File: src/rtl/max_pool_reducer_pkg.sv
// Package: max_pool_reducer_pkg
// Shared definitions for the streaming max-pool stage.
//   pool_state_t : window FSM encodings (IDLE = no partial window, ACCUM = partial)
//   DEF_MAX_POOL : default largest supported window length
//   cnt_width()  : width of pool_size / window counter for a given MAX_POOL
package max_pool_reducer_pkg;

    typedef enum logic {
        IDLE  = 1'b0,
        ACCUM = 1'b1
    } pool_state_t;

    localparam int DEF_MAX_POOL = 16;

    // One extra bit so the counter can hold MAX_POOL itself.
    function automatic int cnt_width(input int max_pool);
        return $clog2(max_pool) + 1;
    endfunction

endpackage

File: src/rtl/max_pool_reducer_cmp.sv
// Module: signed_max_comparator
// Combinational signed maximum of two operands.
//   a, b    in  IN_WIDTH   signed operands
//   max_val out OUT_WIDTH  signed max(a, b), sign-extended to OUT_WIDTH
// Ties return a (numerically identical to b).
module signed_max_comparator #(
    parameter int IN_WIDTH  = 8,
    parameter int OUT_WIDTH = 8
) (
    input  logic signed [IN_WIDTH-1:0]  a,
    input  logic signed [IN_WIDTH-1:0]  b,
    output logic signed [OUT_WIDTH-1:0] max_val
);

    logic signed [IN_WIDTH-1:0] sel;

    // Pure signed compare: no subtraction, so the most-negative value cannot overflow.
    assign sel     = (a >= b) ? a : b;
    assign max_val = OUT_WIDTH'(sel);

endmodule

File: src/rtl/max_pool_reducer.sv
// Module: max_pool_reducer
// Streaming max-pool: reduces each window of pool_size consecutive signed samples
// (or fewer, if in_last closes it early) to its maximum and emits one result.
// Ports:
//   clk, resetn           clock, asynchronous active-low reset
//   pool_size [CNT_WIDTH] window length, sampled on the first sample of a window
//   in_data/in_last/in_valid/in_ready   input stream (valid/ready)
//   out_data/out_valid/out_ready        result stream (valid/ready)
//   busy                  a window is partially accumulated
// Config macro: RELU_POOL_EN -- when defined, results are clamped to >= 0 (fused ReLU).
module max_pool_reducer #(
    parameter int IN_WIDTH  = 8,
    parameter int OUT_WIDTH = 8,
    parameter int MAX_POOL  = max_pool_reducer_pkg::DEF_MAX_POOL,
    parameter int CNT_WIDTH = max_pool_reducer_pkg::cnt_width(MAX_POOL)
) (
    input  logic                 clk,
    input  logic                 resetn,
    input  logic [CNT_WIDTH-1:0] pool_size,
    input  logic [IN_WIDTH-1:0]  in_data,
    input  logic                 in_last,
    input  logic                 in_valid,
    output logic                 in_ready,
    output logic [OUT_WIDTH-1:0] out_data,
    output logic                 out_valid,
    input  logic                 out_ready,
    output logic                 busy
);

    import max_pool_reducer_pkg::*;

    localparam logic [CNT_WIDTH-1:0] MAX_LEN = CNT_WIDTH'(MAX_POOL);
    localparam logic [CNT_WIDTH-1:0] ONE     = CNT_WIDTH'(1);

    pool_state_t                  state;
    logic [CNT_WIDTH-1:0]         cnt;
    logic [CNT_WIDTH-1:0]         win_len;
    logic signed [OUT_WIDTH-1:0]  acc;

    logic                         accept;
    logic                         close;
    logic [CNT_WIDTH-1:0]         first_len;
    logic [CNT_WIDTH-1:0]         cur_len;
    logic [CNT_WIDTH-1:0]         next_cnt;
    logic signed [OUT_WIDTH-1:0]  samp_ext;
    logic signed [OUT_WIDTH-1:0]  cmp_max;
    logic signed [OUT_WIDTH-1:0]  new_max;
    logic signed [OUT_WIDTH-1:0]  res;

    // A pending result blocks input only while it is not being consumed this cycle,
    // so a new window may close on the same edge the old result leaves.
    assign in_ready = !(out_valid && !out_ready);
    assign accept   = in_valid && in_ready;
    assign busy     = (state == ACCUM);

    assign samp_ext = OUT_WIDTH'(signed'(in_data));

    signed_max_comparator #(
        .IN_WIDTH  (OUT_WIDTH),
        .OUT_WIDTH (OUT_WIDTH)
    ) u_cmp (
        .a       (acc),
        .b       (samp_ext),
        .max_val (cmp_max)
    );

    // Window length for a window starting now: 0 means 1, oversize clamps to MAX_POOL.
    always_comb begin
        first_len = pool_size;
        if (pool_size == '0)
            first_len = ONE;
        else if (pool_size > MAX_LEN)
            first_len = MAX_LEN;
    end

    // The first sample of a window bypasses the compare (acc holds a stale value).
    assign cur_len  = (state == IDLE) ? first_len : win_len;
    assign next_cnt = cnt + ONE;
    assign new_max  = (state == IDLE) ? samp_ext : cmp_max;
    assign close    = accept && (in_last || (next_cnt >= cur_len));

    always_comb begin
        res = new_max;
`ifdef RELU_POOL_EN
        if (new_max[OUT_WIDTH-1])
            res = '0;
`else
`endif
    end

    always_ff @(posedge clk or negedge resetn) begin
        if (!resetn) begin
            state     <= IDLE;
            cnt       <= '0;
            win_len   <= '0;
            acc       <= '0;
            out_valid <= 1'b0;
            out_data  <= '0;
        end else begin
            if (out_valid && out_ready)
                out_valid <= 1'b0;
            if (accept) begin
                acc <= new_max;
                if (state == IDLE)
                    win_len <= first_len;
                if (close) begin
                    cnt       <= '0;
                    state     <= IDLE;
                    out_valid <= 1'b1;
                    out_data  <= res;
                end else begin
                    cnt   <= next_cnt;
                    state <= ACCUM;
                end
            end
        end
    end

endmodule

File: config.mk
export PLATFORM = sky130hd
export DESIGN_NAME = max_pool_reducer
export DESIGN_NICKNAME = d
export VERILOG_FILES = /design/src/rtl/max_pool_reducer_pkg.sv /design/src/rtl/max_pool_reducer_cmp.sv /design/src/rtl/max_pool_reducer.sv
export SDC_FILE = /design/constraint.sdc
export NUM_CORES = 1
export LEC_CHECK = 0
export ABC_CLOCK_PERIOD_IN_PS = 3000
export CELL_PAD_IN_SITES_DETAIL_PLACEMENT = 1
export CELL_PAD_IN_SITES_GLOBAL_PLACEMENT = 2
export CORE_MARGIN = 4
export CORE_UTILIZATION = 30
export CTS_BUF_LIST = sky130_fd_sc_hd__clkbuf_8
export CTS_CLUSTER_DIAMETER = 40
export DETAILED_ROUTE_END_ITERATION = 10
export PLACE_DENSITY = 0.8
export REMOVE_ABC_BUFFERS = 1
export SLEW_MARGIN = 10
export SYNTH_ARGS = -nofsm -noshare
export SYNTH_HDL_FRONTEND = slang
export SYNTH_SLANG_ARGS = --single-unit
File: constraint.sdc
create_clock -name clk -period 3 [get_ports clk]
set_input_delay 0.3 -clock clk [delete_from_list [all_inputs] [get_ports clk]]
set_output_delay 0.3 -clock clk [all_outputs]
set_load 0.01 [all_outputs]
==> After elaboration in Yosys (flattened, before gate mapping) <==
Cells that the tools add are included.
{ "classes": {"add_sub_neg": 1, "order_cmp": 3, "mux": 10, "n_reduce_logical": 9} }
{ "op_table": {"columns": ["cell", "count"], "rows": [
  ["2-to-1 mux 5 bit", 4],
  ["2-to-1 mux 8 bit", 2],
  [">= comparator 8 bit", 1],
  ["adder 5 x 1 -> 5 bit (second input constant)", 1],
  [">= comparator 5 bit", 1],
  ["greater-than comparator 5 bit (second input constant)", 1],
  ["logical NOT 5 bit", 1],
  ["logical AND 1 bit", 4],
  ["2-to-1 mux 1 bit", 4],
  ["logical NOT 1 bit", 2],
  ["AND reduction 2 bit", 1],
  ["logical OR 1 bit", 1]
]} }
{ "word_totals": {"reg_bits": 28, "in_bits": 18, "out_inout_bits": 11, "word_cells": 29} }

==> Logic depth before layout (Yosys ltp) <==
{ "logic_depth": {"ltp_word": 9, "depth_mapped": 11} }

==> By module <==
Synthesis repeated with hierarchy kept, for this count alone.
{ "hier_totals": {"hier_cells": 201, "area_unflattened_um2": 1876.8} }
{ "modules_own_cells": {"columns": ["module", "instances", "cells_each", "area_each_um2"], "rows": [
  ["max_pool_reducer", 1, 137, 1425.1],
  ["signed_max_comparator", 1, 64, 451.7]
]} }

==> Worst setup path before layout <==
OpenSTA, ideal clock, no wires.
{ "synth_timing": {"path_type": "flip-flop to flip-flop", "start": "reg cnt[0]", "end": "reg cnt[2]", "setup_ns": 0.064, "t_arrival_ns": 2.127, "required_time_ns": 2.936, "setup_slack_ns": 0.809, "path_stages_with_launch": 10, "n_path_buf": 0, "period_less_slack_ns": 2.191, "cell_sequence": "dfrtp_1 ha_1 nand3_1 xnor2_1 ha_1 and2_1 o311ai_1 o31ai_2 nor4b_1 a21o_1"} }
{ "synth_via": {"elab_chain_len": 5} }
{ "synth_lines": {"columns": ["element", "line_no", "rtl"], "rows": [
  ["start, declared", "max_pool_reducer.sv:36", "logic [CNT_WIDTH-1:0] cnt;"],
  ["start signal, assigned", "max_pool_reducer.sv:112", "cnt <= next_cnt;"],
  ["adder 5 x 1 -> 5 bit *", "max_pool_reducer.sv:78", "assign next_cnt = cnt + ONE;"],
  [">= comparator 5 bit", "max_pool_reducer.sv:80", "assign close = accept && (in_last || (next_cnt >= cur_len));"],
  ["logical OR 1 bit", "max_pool_reducer.sv:80", null],
  ["logical AND 1 bit", "max_pool_reducer.sv:80", null],
  ["2-to-1 mux 5 bit *", "max_pool_reducer.sv:106", "if (close) begin"]
]} }
Mark *: on every way between the ends. The rest lies on a longest branch, timed or not.
A chain may end at the register's enable or synchronous reset.

==> Worst setup path after layout <==
Same ends and word-level chain as after synthesis.

==> reports/results.ini <==
[outcome]
status=completed

[critical_path]
crit_type=reg -> reg
cp.required_ps=3220
cp-end-kind=flop
path_max_fanout=13
start_kind=flop
worst_ep_arrival_time_ps=2840

[cts]
post_cts_buffers=0
holdBufCountCts=0
clkTransAtPathRegs_ps=90
h-tree-depth=1
cts_tree=built
cts_resized=0
cts_made_buffers=3
clock_latency_ps=270
cts_root_buf=clkbuf_8
clock_sinks=28
cts_buffer_depth=2

[floorplan]
ios=29
die_w_um=81.3
rows=26
dieArea_um2=6610
start_util_pct=31.2
die_h_um=81.3
core_area_um2=5170

[sta]
relSlewSlack_pct=68.7
fmax_mhz=381
slew_violations=0
fin_crit_ps=2620
finalHoldViolations=0
rsz0062_at_grt=no
fin_skew_ps=1.82
period_share_pct=87.4
worstMarginPinSlew_ps=469
setup_tns_ps=0
setup_viol=0

[synth]
synth_commonest_cells=dfrtp_1, o21ai_0, ha_1
synth_edf_count=0
synth.most_common_cell=dfrtp_1
yosysSeqAreaShare_pct=43.4
synth.distinct_cells=36
synth_top_flop_cell=dfrtp_1
yosysTopAreaCell=dfrtp_1
synth_area_per_cell_um2=9.77
synthTopCellsByArea=dfrtp_1, ha_1, mux2_2
synth_seq_cells=28
synth_cells=165
yosys_warnings=0
yosys.area.top_type_share_pct=43.4
ys_async_sr_fraction_pct=100
synth_area_um2=1610

[power_and_ir_drop]
p_leak_nw=0.867
powerDensity_nw_per_um2=976
ir_drop_mv=0.362
power_mw=1.97

[global_route]
antenna_found_initial=0
gr-usage-all-layers_pct=13.7
grt_pass1_wl_um=7080
grt_max_degree=29
grt_pass1_vias=1511
grt-ovfl-total=0

[cells_and_area]
final_core_util_pct=38.9
drive_above_1_share_pct=10.3
fin_cells=264
areaGrowthSynthToFinish_pct=24.9
stdcell_area_um2=2010
num_antenna_cells=0
nets=228

[drt]
vias_per_cell=5.02
antenna_left=0
vias=1326
avgRoutedWirePerCell_um=15.3
post-route-drc-count=0
drt_iter0_drc=32
dr.pass1.iters=2
wl_um=4030

[hold_path]
hold_path_class=in -> async

[placement]
place_inst=261
gp_congestion=0.842
io_buffers=28
post_dp_cell_area_um2=1970
dp_hpwl_um=3250

[flow_run]
cap_viol_max_count=0

-- routing by layer --
metal	GRT usage (%)	wire length, um
met5	0	0
met4	3.55	41
met3	2.11	150
met2	25.5	2100
met1	16.3	1740
-- report_power, final --
| part | total [mW] | leakage [nW] | switching (mW) | internal (mW) |
|---|---|---|---|---|
| Clock | 0.202 | 0.0216 | 0.112 | 0.0901 |
| Sequential | 0.731 | 0.330 | 0.165 | 0.566 |
| Combinational | 1.03 | 0.515 | 0.522 | 0.511 |
| Total | 1.97 | 0.867 | 0.799 | 1.17 |
-- cell families (layout without fill, tap and decap cells) --
kind of cell               Yosys count  after routing  synth area share [%]
DFF                                 28             28                  43.4
xor gates and xnor gates             3              3                  1.63
buffers and inverters               14             43                  3.96
adders and majority gates           14             14                  10.9
muxes                                9              9                  6.21
and+or+nand+nor                     53             53                  16.8
AOI/OAI and AO/OA                   44             44                  17.1
-- area by class of cell --
class | count | area (um^2)
inverters | 9 | 33.8
fillers | 606 | 3160
repair buffers | 31 | 303
flip-flops and latches | 28 | 701
clock buffers | 3 | 41.3
well taps | 70 | 87.6
multi-input cells | 123 | 848
-- final timing paths --
kind / from / cells past startpoint / slack, ps / endpoint
worst max-delay path: cnt[0] / 10 / 380 / cnt[2]
worst min-delay path: resetn / 2 / 410 / win_len[2]
worst max register to register: cnt[0] / 10 / 380 / cnt[2]
worst min register to register: win_len[2] / 2 / 500 / win_len[2]
max in group asynchronous: resetn / 2 / 2310 / acc[3]
min in group clk: win_len[2] / 2 / 500 / win_len[2]
-- through the flow --
step	setup WS [ps]	hold slack [ps]
6_report	378	409
5_1_grt	92.1	436
4_1_cts	305	419
3_5_place_dp	208	482
3_3_place_gp	280	464
2_1_floorplan	434	4.41
-- sequential cells by signal, summed over array words and instances, names as in the netlist --
signal / count
win_len: 5
out_valid: 1
cnt: 5
acc: 8
out_data: 8
busy: 1
-- cell usage in the layout (no fill, tap or decap) --
cell and count:
nand2_2 1, nand2b_1 1, nand4_1 2, dfrtp_1 28
nand3_1 11, xor2_1 1, a22oi_1 2, nand2b_2 1
nor3_4 1, and2_1 3, a21o_1 3, clkbuf_8 3
nor4b_1 1, mux2i_1 1, o311ai_1 1, nor2_1 13
nor3_1 4, clkdlybuf4s50_1 28, o311ai_0 1, xnor2_1 2
o211ai_1 2, inv_1 9, mux2_2 8, nor3b_1 1
and3_1 1, buf_4 3, a21oi_1 5, a31o_2 1
nor2b_1 1, a31oi_1 10, nand2_1 11, o31ai_2 1
a31oi_2 1, o21ai_0 17, or2b_1 1, ha_1 14
-- worst max-delay path, stage by stage (launching register included) --
cell and delay, ps:
dfrtp_1 440, ha_1 260, nand3_1 160, xnor2_1 160
ha_1 280, and2_1 160, o311ai_1 340, o31ai_2 140
buf_4 200, nor4b_1 310, a21o_1 120
(Power assumes the default switching activity.)
==> variant: new RTL, same settings <==
`OUT_WIDTH` is set to 8 in 2 places; all go to 12.
--- a/src/rtl/max_pool_reducer_cmp.sv
+++ b/src/rtl/max_pool_reducer_cmp.sv
@@ -5,7 +5,7 @@
 // Ties return a (numerically identical to b).
 module signed_max_comparator #(
     parameter int IN_WIDTH  = 8,
-    parameter int OUT_WIDTH = 8
+    parameter int OUT_WIDTH = 12
 ) (
     input  logic signed [IN_WIDTH-1:0]  a,
     input  logic signed [IN_WIDTH-1:0]  b,
--- a/src/rtl/max_pool_reducer.sv
+++ b/src/rtl/max_pool_reducer.sv
@@ -10,7 +10,7 @@
 // Config macro: RELU_POOL_EN -- when defined, results are clamped to >= 0 (fused ReLU).
 module max_pool_reducer #(
     parameter int IN_WIDTH  = 8,
-    parameter int OUT_WIDTH = 8,
+    parameter int OUT_WIDTH = 12,
     parameter int MAX_POOL  = max_pool_reducer_pkg::DEF_MAX_POOL,
     parameter int CNT_WIDTH = max_pool_reducer_pkg::cnt_width(MAX_POOL)
 ) (
Interface: changed (resized out_data); port bits go from 29 to 33. The function was not compared with the original's and may differ.
==> variant against the unedited design <==
Synthesized cell count up 24%. Power grew 35%. Largest power group unchanged. Wire length is 25% higher. Highest routed layer unchanged. Critical path type unchanged. Via count rose by 27%. Setup slack gained 240 ps. Synthesized area rose by 32%. Clock skew up 3.2 ps. Sequential cell count is 8 higher. First-iteration DRC count grew 130%. Cell area is 32% higher.
==> variant: results <==
group,metric,value,unit
status,status,"finished clean",
finish,buffers,41,
yosys,synthMuxAreaShare,0.08583,
drt,wl_met2,2.466,mm
clock_network,clock_path_buffers,2,
global_routing,grtUsageTotal,0.1312,
placed_design,io_buffer_count,32,
sta,setup_violations,0,
global_routing,grt.overflow.total,0,
finish,clock_area_frac,0.03399,
yosys,synth_adder_area_share,0.1058,
yosys,ys_types,41,
drt,met3_length,184,um
yosys,synthXorXnorAreaFrac,0.01235,
finish,fillCellCount,790,
yosys,synth_compound_area_frac,0.1670,
global_routing,first_global_vias,1773,
finish,clkbuf_count,6,
clock_network,clk_latency,290,ps
yosys,synth_area_leaders,"dfrtp_1 (42%), ha_1 (11%), mux2_4 (7.1%)",
worst_setup_path,rrSetupSlack,610,ps
yosys,synthTopCellsByCount,"dfrtp_1 (36), ha_1 (18), nor2_1 (17)",
sta,max_slew_margin,0.6773,
drt,drt_iter0_markers,72,
yosys,ys_seq_area_frac,0.4233,
clock_network,cts_made_buffers,5,
clock_network,cts_sinks,36,
finish,drive_above_1_share,0.1322,
clock_network,clkSlewWorstSetupHoldPaths,70,ps
sta,clock_skew,5.062,ps
power,ir_drop,0.3107,mV
drt,met1_length,2.321,mm
power,p_leak,1.199,nW
clock_network,htreeDepth,2,
drt,ant_nets,0,
finish,multi_input_area,0.001117,mm2
finish,reg_top3,"acc x12, out_data x12",
finish,regArea,900.9,um2
finish,buf_share,0.1464,
finish,multi_input_gates,148,
drt,first_pass_iters,4,
placed_design,hpwl,3.750,mm
placed_design,gp_congestion,0.7596,
drt,via_count,1690,
drt,avgRoutedWirePerCell,14.95,um
worst_setup_path,cp_max_fo,28,
worst_setup_path,crit_family,"adder cells",
## variant: cell count changes in the layout (fill, tap and decap cells not counted), moves of 4 or more
| cell | unedited run | this run |
|---|---|---|
| buf_4 | 3 | 9 |
| ha_1 | 14 | 18 |
| nor2_1 | 13 | 17 |
| o31ai_1 | 0 | 12 |
| nand3_1 | 11 | 4 |
| nand4_1 | 2 | 10 |
| dfrtp_1 | 28 | 36 |
| mux2_4 | 0 | 10 |
| clkdlybuf4s50_1 | 28 | 32 |
| mux2_2 | 8 | 2 |
| o21ai_0 | 17 | 9 |
## variant: power breakdown
| group | internal (W) | switching (W) |
|---|---|---|
| clock network | 0.000181 | 0.000175 |
| logic | 0.000712 | 0.000684 |
| registers | 0.000726 | 0.000184 |
| total | 0.00162 | 0.00104 |
## variant: stage by stage
stage | utilization | instance area, um2 | total power (W) | setup slack (ps) | hold WS, ps
6_report | 0.3879 | 2650 | 0.002660 | 613.9 | 425.4
2_1_floorplan | - | 2048 | 0.001794 | 148.4 | 4.409
4_1_cts | 0.3879 | 2650 | 0.002715 | 544.5 | 442.6
3_3_place_gp | 0.3747 | 2560 | 0.002306 | 401.7 | 463.6
5_1_grt | 0.3879 | 2650 | 0.002917 | 354.1 | 479.1
3_5_place_dp | 0.3747 | 2560 | 0.002340 | 389.9 | 475.6
## variant: path summary, 6_finish.rpt
check                      startpoint     endpoint  cells past startpoint
max in group asynchronous      resetn  out_data[2]                      2
max reg2reg                    cnt[0]       cnt[0]                     10
min                            resetn       acc[0]                      2
min reg2reg                win_len[2]   win_len[2]                      2
max                            cnt[0]       cnt[0]                     10
min in group clk           win_len[2]   win_len[2]                      2
## variant: per-layer routing
layer	global-route usage	vias to the layer above
met5	0	-
met4	0.04455	0
met3	0.03281	8
met2	0.2184	25
met1	0.1653	829
li1	-	828
